File: config.mk
export PLATFORM = sky130hd
export DESIGN_NAME = avalon_button_led_pio_flat
export DESIGN_NICKNAME = d
export VERILOG_FILES = /design/src/rtl/avalon_button_led_pio_if.sv /design/src/rtl/avalon_button_led_pio.sv /design/src/flat_wrapper.sv
export SDC_FILE = /design/constraint.sdc
export NUM_CORES = 1
export LEC_CHECK = 0
export CAP_MARGIN = 20
export CORE_ASPECT_RATIO = 1.4
export CORE_UTILIZATION = 53
export CTS_CLUSTER_DIAMETER = 150
export DETAILED_ROUTE_END_ITERATION = 10
export PLACE_DENSITY = 0.89
export RECOVER_POWER = 25
export SYNTH_ARGS = -nofsm -noshare
export SYNTH_HDL_FRONTEND = slang
export SYNTH_SLANG_ARGS = --single-unit
File: constraint.sdc
create_clock -name clk -period 2.16 [get_ports clk]
set_input_delay 0.216 -clock clk [delete_from_list [all_inputs] [get_ports clk]]
set_output_delay 0.216 -clock clk [all_outputs]
set_load 0.02 [all_outputs]
File: src/rtl/avalon_button_led_pio_if.sv
// Avalon-MM register-bus bundle between the HPS lightweight bridge (master)
// and the button/LED PIO responder (slave).
interface avalon_button_led_pio_if;
    logic [1:0]  avs_address;
    logic        avs_read;
    logic        avs_write;
    logic [31:0] avs_writedata;
    logic [31:0] avs_readdata;

    modport master (
        output avs_address,
        output avs_read,
        output avs_write,
        output avs_writedata,
        input  avs_readdata
    );

    modport slave (
        input  avs_address,
        input  avs_read,
        input  avs_write,
        input  avs_writedata,
        output avs_readdata
    );
endinterface

File: src/rtl/avalon_button_led_pio.sv
// Avalon-MM responder: debounced push-buttons with sticky press capture and
// maskable level interrupt, plus a software-driven LED register.
module avalon_button_led_pio #(
    parameter int unsigned BTN_WIDTH       = 4,
    parameter int unsigned LED_WIDTH       = 10,
    parameter int unsigned DEBOUNCE_CYCLES = 50000
) (
    input  logic                   clk,
    input  logic                   reset_n,
    avalon_button_led_pio_if.slave avs,
    output logic                   irq,
    input  logic [BTN_WIDTH-1:0]   btn_n_in,
    output logic [LED_WIDTH-1:0]   led_out
);

    localparam int unsigned     CntW    = (DEBOUNCE_CYCLES > 2) ? $clog2(DEBOUNCE_CYCLES) : 1;
    localparam logic [CntW-1:0] CntLast = CntW'(DEBOUNCE_CYCLES - 1);

    localparam logic [1:0] AddrData = 2'd0;
    localparam logic [1:0] AddrLed  = 2'd1;
    localparam logic [1:0] AddrMask = 2'd2;
    localparam logic [1:0] AddrEdge = 2'd3;

    // ------------------------------------------------------------------
    // Two-flop synchronizer; presets to released so reset never fakes a press
    // ------------------------------------------------------------------
    logic [BTN_WIDTH-1:0] sync1_q;
    logic [BTN_WIDTH-1:0] sync2_q;
    logic [BTN_WIDTH-1:0] btn_sync;

    always_ff @(posedge clk or negedge reset_n) begin
        if (!reset_n) begin
            sync1_q <= '1;
            sync2_q <= '1;
        end else begin
            sync1_q <= btn_n_in;
            sync2_q <= sync1_q;
        end
    end

    assign btn_sync = ~sync2_q;

    // ------------------------------------------------------------------
    // Per-bit debouncer: accept a change only after it is seen for
    // DEBOUNCE_CYCLES consecutive cycles
    // ------------------------------------------------------------------
    logic [CntW-1:0]      cnt_q [BTN_WIDTH];
    logic [CntW-1:0]      cnt_d [BTN_WIDTH];
    logic [BTN_WIDTH-1:0] db_q;
    logic [BTN_WIDTH-1:0] db_d;
    logic [BTN_WIDTH-1:0] db_prev_q;
    logic [BTN_WIDTH-1:0] press;

    always_comb begin
        db_d = db_q;
        for (int i = 0; i < BTN_WIDTH; i++) begin
            cnt_d[i] = '0;
            if (btn_sync[i] != db_q[i]) begin
                if (cnt_q[i] == CntLast) begin
                    db_d[i] = ~db_q[i];
                end else begin
                    cnt_d[i] = cnt_q[i] + CntW'(1);
                end
            end
        end
    end

    always_ff @(posedge clk or negedge reset_n) begin
        if (!reset_n) begin
            for (int i = 0; i < BTN_WIDTH; i++) begin
                cnt_q[i] <= '0;
            end
            db_q      <= '0;
            db_prev_q <= '0;
        end else begin
            for (int i = 0; i < BTN_WIDTH; i++) begin
                cnt_q[i] <= cnt_d[i];
            end
            db_q      <= db_d;
            db_prev_q <= db_q;
        end
    end

    assign press = db_q & ~db_prev_q;

    // ------------------------------------------------------------------
    // Register file
    // ------------------------------------------------------------------
    logic                 wr_led;
    logic                 wr_mask;
    logic                 wr_edge;
    logic [LED_WIDTH-1:0] led_q;
    logic [LED_WIDTH-1:0] led_d;
    logic [BTN_WIDTH-1:0] mask_q;
    logic [BTN_WIDTH-1:0] mask_d;
    logic [BTN_WIDTH-1:0] edge_q;
    logic [BTN_WIDTH-1:0] edge_d;
    logic [BTN_WIDTH-1:0] edge_clr;
    logic                 irq_q;
    logic                 irq_d;
    logic [31:0]          rdata_mux;
    logic [31:0]          readdata_q;
    logic [31:0]          readdata_d;
    logic                 unused_wdata;

    assign wr_led  = avs.avs_write && (avs.avs_address == AddrLed);
    assign wr_mask = avs.avs_write && (avs.avs_address == AddrMask);
    assign wr_edge = avs.avs_write && (avs.avs_address == AddrEdge);

    assign unused_wdata = ^avs.avs_writedata;

    always_comb begin
        led_d    = led_q;
        mask_d   = mask_q;
        edge_clr = '0;
        if (wr_led) begin
            led_d = avs.avs_writedata[LED_WIDTH-1:0];
        end
        if (wr_mask) begin
            mask_d = avs.avs_writedata[BTN_WIDTH-1:0];
        end
        if (wr_edge) begin
            edge_clr = avs.avs_writedata[BTN_WIDTH-1:0];
        end
        // A press arriving with a clear of the same bit keeps the bit set
        edge_d = (edge_q & ~edge_clr) | press;
        irq_d  = |(edge_q & mask_q);
    end

    // Read mux sees pre-write register values, so read-during-write
    // returns the old contents
    always_comb begin
        rdata_mux = '0;
        unique case (avs.avs_address)
            AddrData: rdata_mux[BTN_WIDTH-1:0] = db_q;
            AddrLed:  rdata_mux[LED_WIDTH-1:0] = led_q;
            AddrMask: rdata_mux[BTN_WIDTH-1:0] = mask_q;
            AddrEdge: rdata_mux[BTN_WIDTH-1:0] = edge_q;
            default:  rdata_mux = '0;
        endcase
        readdata_d = avs.avs_read ? rdata_mux : readdata_q;
    end

    always_ff @(posedge clk or negedge reset_n) begin
        if (!reset_n) begin
            led_q      <= '0;
            mask_q     <= '0;
            edge_q     <= '0;
            irq_q      <= 1'b0;
            readdata_q <= '0;
        end else begin
            led_q      <= led_d;
            mask_q     <= mask_d;
            edge_q     <= edge_d;
            irq_q      <= irq_d;
            readdata_q <= readdata_d;
        end
    end

    assign avs.avs_readdata = readdata_q;
    assign irq              = irq_q;
    assign led_out          = led_q;

endmodule

File: src/flat_wrapper.sv
// flat-port wrapper written by rule: the top's interface ports become plain ports
module avalon_button_led_pio_flat 
#(
    parameter int unsigned BTN_WIDTH       = 4,
    parameter int unsigned LED_WIDTH       = 10,
    parameter int unsigned DEBOUNCE_CYCLES = 50000
)
  (clk, reset_n, irq, btn_n_in, led_out, avs_avs_address, avs_avs_read, avs_avs_write, avs_avs_writedata, avs_avs_readdata);
  avalon_button_led_pio_if avs_i ();
  input  logic clk;
  input  logic reset_n;
  output logic irq;
  input  logic [BTN_WIDTH-1:0] btn_n_in;
  output logic [LED_WIDTH-1:0] led_out;
  input wire logic [$bits(avs_i.avs_address)-1:0] avs_avs_address;
  input wire logic [$bits(avs_i.avs_read)-1:0] avs_avs_read;
  input wire logic [$bits(avs_i.avs_write)-1:0] avs_avs_write;
  input wire logic [$bits(avs_i.avs_writedata)-1:0] avs_avs_writedata;
  output wire logic [$bits(avs_i.avs_readdata)-1:0] avs_avs_readdata;
  assign avs_i.avs_address = avs_avs_address;
  assign avs_i.avs_read = avs_avs_read;
  assign avs_i.avs_write = avs_avs_write;
  assign avs_i.avs_writedata = avs_avs_writedata;
  assign avs_avs_readdata = avs_i.avs_readdata;
  avalon_button_led_pio #(.BTN_WIDTH(BTN_WIDTH), .LED_WIDTH(LED_WIDTH), .DEBOUNCE_CYCLES(DEBOUNCE_CYCLES)) u_core (.clk(clk), .reset_n(reset_n), .avs(avs_i), .irq(irq), .btn_n_in(btn_n_in), .led_out(led_out));
endmodule
Word-level counts from Yosys, hierarchy flattened
Cells that the tools add are included.
{"block": "word_totals", "regBits": 109, "word_cells": 62}
{"block": "op_classes", "addsub": 4, "eq_ne": 11, "n_mux": 11, "n_bitwise": 11, "reduce_logical": 9}
{"cell": "$mux W16", "n": 8}
{"cell": "$add A16 B1 Y16 const B", "n": 4}
{"cell": "$eq A16 B16 Y1 const B", "n": 4}
{"cell": "$pmux W4 S4", "n": 1}
{"cell": "$and A4 B4 Y4", "n": 3}
{"cell": "$not A4 Y4", "n": 3}
{"cell": "$reduce_and A2 Y1", "n": 4}
{"cell": "$mux W6", "n": 1}
{"cell": "$eq A2 B2 Y1 const B", "n": 2}
{"cell": "$mux W4", "n": 1}
{"cell": "$ne A1 B1 Y1", "n": 4}
{"cell": "$not A1 Y1", "n": 4}
{"cell": "$or A4 B4 Y4", "n": 1}
{"cell": "$reduce_or A4 Y1", "n": 1}
{"cell": "$logic_and A1 B1 Y1", "n": 3}
{"cell": "$eq A2 B1 Y1 const B", "n": 1}
{"cell": "$logic_not A2 Y1", "n": 1}

Longest topological paths before layout
Gate-level depths: netlist of the first run.
{"block": "depth", "word_depth": 6, "depth_mapped": 6}

Worst setup path before layout of the first run
OpenSTA, ideal clock, no wires.
{"block": "synth_timing", "kind": "register to register", "start": "reg u_core.cnt_q[58] (netlist name)", "end": "reg u_core.cnt_q[55] (netlist name)", "arrival_ns": 1.534, "required_time_ns": 2.041, "path_slack_ns": 0.508, "stages_incl_launch_ff": 5, "path_buffers": 1, "synth_period_minus_slack_ns": 1.652, "cell_sequence": "dfrtp_1 > or3_1 > o41ai_4 > buf_6 > nor2_1"}
{"item": "from (decl)", "line_no": "avalon_button_led_pio.sv:47", "rtl": "logic [CntW-1:0] cnt_q [BTN_WIDTH];"}
{"item": "from (signal, indexed assignment)", "line_no": "avalon_button_led_pio.sv:77", "rtl": "cnt_q[i] <= cnt_d[i];"}

==> flow_metrics.py, run 1 <==
metrics = {
    "run_status": {
        "outcome": "finished, violations left",
        "violations": "DRC",
    },
    "clock_network": {
        "cts_made_buffers": 9,
        "cts-root-buf": "clkbuf_16",
        "clockBufferDepth": 2,
        "post-cts-setup-buffers": 0,
        "hold_buffers": 1,
        "tritoncts": "built",
        "clock_latency_ns": 0.35,
        "cts.clk_slew.worst_paths_ns": 0.06,
        "cts.sinks": 109,
        "ctsResizeCount": 0,
        "h-tree-depth": 3,
    },
    "setup_path": {
        "path_max_fanout": 7,
        "crit_buf_inv": 1,
        "critPathArrivalTime_ns": 2.11,
        "slowest_delay_ns": 0.53,
        "path_class": "flop to flop",
        "critPathTopFamily": "simple AND/OR/NAND/NOR gates",
        "worst-r2r-setup-slack_ns": 0.28,
        "required_ns": 2.39,
        "crit_chain": "nor4_1 > nand3b_1 > o41ai_4 > buf_4 > nor2_1",
        "critPathSlowestCell": "o41ai_4",
        "start_kind": "flop",
        "worstSetupEndpointType": "flop",
    },
    "placement": {
        "dpl.hpwl_um": 6810,
        "io_buffer_count": 40,
        "routabilityCongestion": 0.831,
    },
    "cells_and_area": {
        "n_antenna_cell": 0,
        "final_layout_size_suffix_gt1_frac": 0.0962,
        "nets": 571,
        "final_util": 0.641,
        "area_growth_pct": 16.1,
    },
    "synth": {
        "async_flop_share": 1.00,
        "syn-cell-area_um2": 5040,
        "yosysUniqueCellTypes": 37,
        "synth_top_area_share": 0.501,
        "synth.area.top_cells": "dfrtp_1, xnor2_1, nor2_1",
        "ys_seq_area_frac": 0.543,
        "ys_top_cells_by_count": "dfrtp_1, nor2_1, xnor2_1",
        "synth_edf_count": 0,
        "synth_area_leader_cell": "dfrtp_1",
        "syn_inst": 473,
        "ys_ff_latch": 109,
        "yosysWarnings": 0,
        "synthMostInstantiatedCell": "dfrtp_1",
        "ys.flop_type": "dfrtp_1",
        "avgSynthCellArea_um2": 10.7,
    },
    "die": {
        "die_w_um": 84.4,
        "die_h_um": 117,
        "core_area_um2": 9130,
        "io-pin-count": 85,
        "num_rows": 41,
        "start_util": 0.552,
        "die_area_um2": 9910,
    },
    "flow_run": {
        "max-cap-violations": 0,
    },
    "drt": {
        "drtIter0Drc": 208,
        "wire_per_inst_um": 15.7,
        "num_vias": 3563,
        "drc": 11,
        "drt-total-wl_um": 10000,
        "via_per_inst": 5.59,
        "ant_nets": 0,
        "firstDrtPassIters": 7,
    },
    "grt": {
        "grt_max_degree": 46,
        "grtUsageTotal": 0.220,
        "grt_pass1_wl_um": 17100,
        "grt_pass1_vias": 3673,
        "antenna_found_initial": 0,
        "overflow": 0,
    },
    "sta": {
        "tns_ns": 0,
        "worstMarginPinSlew_ns": 0.834,
        "finalHoldViolations": 0,
        "fin_crit_ns": 1.88,
        "skew_ns": 0.00895,
        "post-route-period-util": 0.870,
        "maxSlewHeadroom": 0.444,
        "finalSetupViolations": 0,
        "clock.fmax_mhz": 532,
        "rsz0062_at_grt": "no",
        "slew_viol_final": 0,
    },
    "power": {
        "ir_worst_vdd_uv": 551,
        "leakagePower_nw": 2.47,
        "powerDensity_nw_per_um2": 784,
    },
    "min_path": {
        "hp-class": "flop to flop",
    },
}
area by class of cell:
cell class,instances,area [um^2]
clock buffers,12,246
clock inverters,4,95.1
fillers,671,3280
inverters,25,93.8
multi-input cells,328,2060
flip-flops and latches,109,2740
well taps,107,134
repair buffers,52,484
cell usage in the layout (no fill, tap or decap), types with 3 or more instances in the layout:
cell	count
nand3_1	21
o41ai_4	3
clkbuf_1	3
mux4_2	4
and4_1	3
ha_1	4
o21ai_0	18
nor2_1	73
bufinv_16	3
nor4_1	19
o22ai_1	6
mux2_2	10
clkdlybuf4s50_1	35
xnor2_1	45
dlygate4sd3_1	5
mux2i_1	3
dfrtp_1	101
conb_1	22
inv_1	25
dfstp_2	8
nand4_1	16
nand3b_1	4
clkbuf_16	9
buf_4	9
nor3_1	12
xor2_1	13
nand2_1	35
worst register-to-register path, cell delays in order, from the launching register on:
cell      delay [ns]
dfrtp_1         0.41
nor4_1          0.34
nand3b_1        0.20
o41ai_4         0.54
buf_4           0.23
nor2_1          0.06
state kept, by name (all words and copies together) (netlist names):
register,flops
u_core.sync1_q,4
u_core.avs.avs_readdata,10
u_core.edge_q,4
u_core.led_out,10
u_core.mask_q,4
u_core.cnt_q,64
u_core.db_q,4
u_core.db_prev_q,4
u_core.sync2_q,4
u_core.irq,1
report_power, final:
group | internal, W | switching [W]
clock | 0.00116 | 0.000698
combinational | 0.000223 | 0.000273
sequential | 0.00215 | 0.0000855
total | 0.00353 | 0.00106
worst paths after layout:
check / endpoint / from / cells past startpoint
setup / recovery: u_core.cnt_q[13] / u_core.cnt_q[12] / 5
hold / removal: u_core.sync2_q[2] / u_core.sync1_q[2] / 0
hold reg to reg: u_core.sync2_q[2] / u_core.sync1_q[2] / 0
min in group asynchronous: u_core.cnt_q[42] / reset_n / 2
max in group asynchronous: u_core.cnt_q[31] / reset_n / 3
setup reg to reg: u_core.cnt_q[13] / u_core.cnt_q[12] / 5
stage by stage:
stage / setup WS, ns / power (W) / hold slack [ns] / instances / area (um^2)
detailed placement: 0.266 / 0.00277 / 0.191 / 620 / 5520
global route: 0.114 / 0.00477 / 0.360 / 637 / 5850
finish: 0.281 / 0.00459 / 0.355 / 637 / 5850
CTS: 0.258 / 0.00463 / 0.262 / 637 / 5870
global placement: 0.305 / 0.00274 / 0.183 / 620 / 5520
floorplan: 0.508 / 0.00254 / -0.0796 / 494 / 5120
per-layer routing:
metal  GRT usage  vias up  share of wire
met5           0        -              0
met4       0.119        0          0.032
met3      0.0310       26          0.033
met2       0.384       92           0.54
met1       0.262     1768           0.39
li1            -     1677              -
logic make-up (layout without fill, tap and decap cells):
family,after synthesis,in the layout,share of synthesized area
compound gates,32,32,0.0482
xor+xnor,58,58,0.101
fa+ha+maj,4,4,0.00993
buf+inv,57,93,0.0638
flops,109,109,0.543
mux,17,17,0.0462
other cells,1,22,0.000744
simple gates,195,195,0.187
No activity file was read; power rests on OpenSTA's default activity.
==> inputs of run 2 (changes only) <==
--- a/config.mk
+++ b/config.mk
@@ -6,11 +6,13 @@
 export NUM_CORES = 1
 export LEC_CHECK = 0
 export CAP_MARGIN = 20
+export CELL_PAD_IN_SITES_DETAIL_PLACEMENT = 2
+export CELL_PAD_IN_SITES_GLOBAL_PLACEMENT = 2
 export CORE_ASPECT_RATIO = 1.4
-export CORE_UTILIZATION = 53
+export CORE_UTILIZATION = 34
 export CTS_CLUSTER_DIAMETER = 150
 export DETAILED_ROUTE_END_ITERATION = 10
-export PLACE_DENSITY = 0.89
+export PLACE_DENSITY = 0.88
 export RECOVER_POWER = 25
 export SYNTH_ARGS = -nofsm -noshare
 export SYNTH_HDL_FRONTEND = slang
==> flow_metrics.py, run 2 (synthesis gave the netlist of run 1 again) <==
metrics = {
    "run_status": {
        "outcome": "finished, final reports clean",
    },
    "flow_run": {
        "max-cap-violations": 0,
    },
    "cells_and_area": {
        "nets": 574,
        "final_cell_mix": "dfrtp_1, nor2_1, xnor2_1",
        "final_util": 0.411,
        "final_layout_size_suffix_gt1_frac": 0.101,
        "nFillCells": 1529,
        "largest_reg_flops": 64,
        "layout_commonest_cell": "dfrtp_1",
        "n_antenna_cell": 0,
        "area_growth_pct": 17.9,
        "largest_register": "u_core.cnt_q",
    },
    "clock_network": {
        "cts.clk_slew.worst_paths_ns": 0.07,
        "cts.sinks": 109,
        "h-tree-depth": 3,
        "tritoncts": "built",
        "clock_latency_ns": 0.35,
        "cts_made_buffers": 9,
        "ctsResizeCount": 0,
        "cts-root-buf": "clkbuf_16",
        "clockBufferDepth": 2,
    },
    "grt": {
        "overflow": 0,
        "grt_pass1_vias": 4290,
        "antenna_found_initial": 0,
        "grt_max_degree": 46,
        "grt_pass1_wl_um": 23700,
        "grtUsageTotal": 0.200,
    },
    "drt": {
        "drt-total-wl_um": 14500,
        "num_vias": 3698,
        "drc": 0,
        "firstDrtPassIters": 4,
        "ant_nets": 0,
        "wire_per_inst_um": 20.1,
        "via_per_inst": 5.12,
        "drtIter0Drc": 179,
    },
    "setup_path": {
        "path_class": "flop to flop",
        "worstSetupEndpointType": "flop",
        "worst-r2r-setup-slack_ns": 0.15,
        "critPathArrivalTime_ns": 2.24,
        "reg2reg_from": "u_core.cnt_q[28]",
        "start_kind": "flop",
        "worstRegToRegCells": 5,
        "required_ns": 2.39,
        "worstSetupStartpoint": "u_core.cnt_q[28]",
        "path_max_fanout": 12,
    },
    "sta": {
        "skew_ns": 0.0129,
        "maxSlewHeadroom": 0.230,
        "rsz0062_at_grt": "no",
        "slew_viol_final": 0,
        "clock.fmax_mhz": 498,
        "tns_ns": 0,
        "fin_crit_ns": 2.01,
        "finalSetupViolations": 0,
        "post-route-period-util": 0.929,
        "finalHoldViolations": 0,
        "worstMarginPinSlew_ns": 1.15,
    },
    "power": {
        "comb_power_share": 0.118,
        "powerDensity_nw_per_um2": 757,
        "leakagePower_nw": 2.45,
        "p_sw_w": 0.00116,
        "p_int_w": 0.00334,
        "switching_share": 0.258,
        "ir_worst_vdd_uv": 389,
        "power.total_w": 0.00450,
        "power_frac_clock": 0.384,
        "pwr-share-seq": 0.498,
    },
    "die": {
        "die_area_um2": 15300,
        "die_w_um": 105,
        "num_rows": 52,
        "core_area_um2": 14400,
        "start_util": 0.349,
        "io-pin-count": 85,
        "die_h_um": 146,
    },
    "placement": {
        "dpl.hpwl_um": 10000,
        "routabilityCongestion": 0.796,
        "io_buffer_count": 40,
    },
    "min_path": {
        "min_from": "u_core.sync1_q[1]",
        "min_path_cells": 0,
        "hp-class": "flop to flop",
    },
}
[run 2: cell count changes in the layout (fill, tap and decap cells not counted), sizes merged]
cell | before | now
clkinvlp | 0 | 2
clkinv | 1 | 0
bufinv | 3 | 1
buf | 9 | 13
[run 2: final timing paths]
check	to
worst max-delay path	u_core.cnt_q[29]
worst max register to register	u_core.cnt_q[29]
worst min register to register	u_core.sync2_q[1]
max in group asynchronous	u_core.cnt_q[29]
worst min-delay path	u_core.sync2_q[1]
min in group asynchronous	u_core.cnt_q[10]
[run 2: power by group through the flow]
stage | Sequential, W | Clock, W | Combinational (W)
floorplan | 0.00232 | 0 | 0.000221
CTS | 0.00224 | 0.00175 | 0.000543
global placement | 0.00226 | 0 | 0.000497
detailed placement | 0.00227 | 0 | 0.000525
global route | 0.00225 | 0.00182 | 0.000569
finish | 0.00224 | 0.00173 | 0.000530
[run 2: per-stage QoR]
step	hold slack, ns	setup slack, ns	instance area [um^2]	instances
after floorplan	-0.0796	0.508	5120	494
after global placement	0.252	0.301	5630	705
after detailed placement	0.267	0.181	5630	705
after CTS	0.275	0.127	5950	722
after global routing	0.363	0.0133	5940	722
final	0.358	0.154	5940	722
[run 2: repair_timing]
item	CTS	global route
setup endpoints to repair	0	0
hold buffers	1	0
buffers inserted	0	0
endpoints found under the hold margin	36	0
[run 2: layout make-up]
type                       count  area, um^2  share of cell area
sequential                   109        2740               0.461
multi-input combinational    328        2060               0.347
timing repair buffer          55         507              0.0853
clock buffer                  13         260              0.0438
tap                          189         236              0.0398
inverter                      25        93.8              0.0158
clock inverter                 3        45.0             0.00758
[run 2: metal layers]
metal  global-route usage  vias up  share of wire
met5                    0        -              0
met4               0.0718        0          0.026
met3               0.0339       25          0.024
met2                0.392       58           0.58
met1                0.209     1940           0.37
li1                     -     1675              -
[run 2: worst max-delay path, stage by stage (launching register included)]
cell	delay, ns
dfrtp_1	0.45
nor4_1	0.37
nand3b_1	0.24
o41ai_4	0.50
buf_4	0.27
nor2_1	0.07
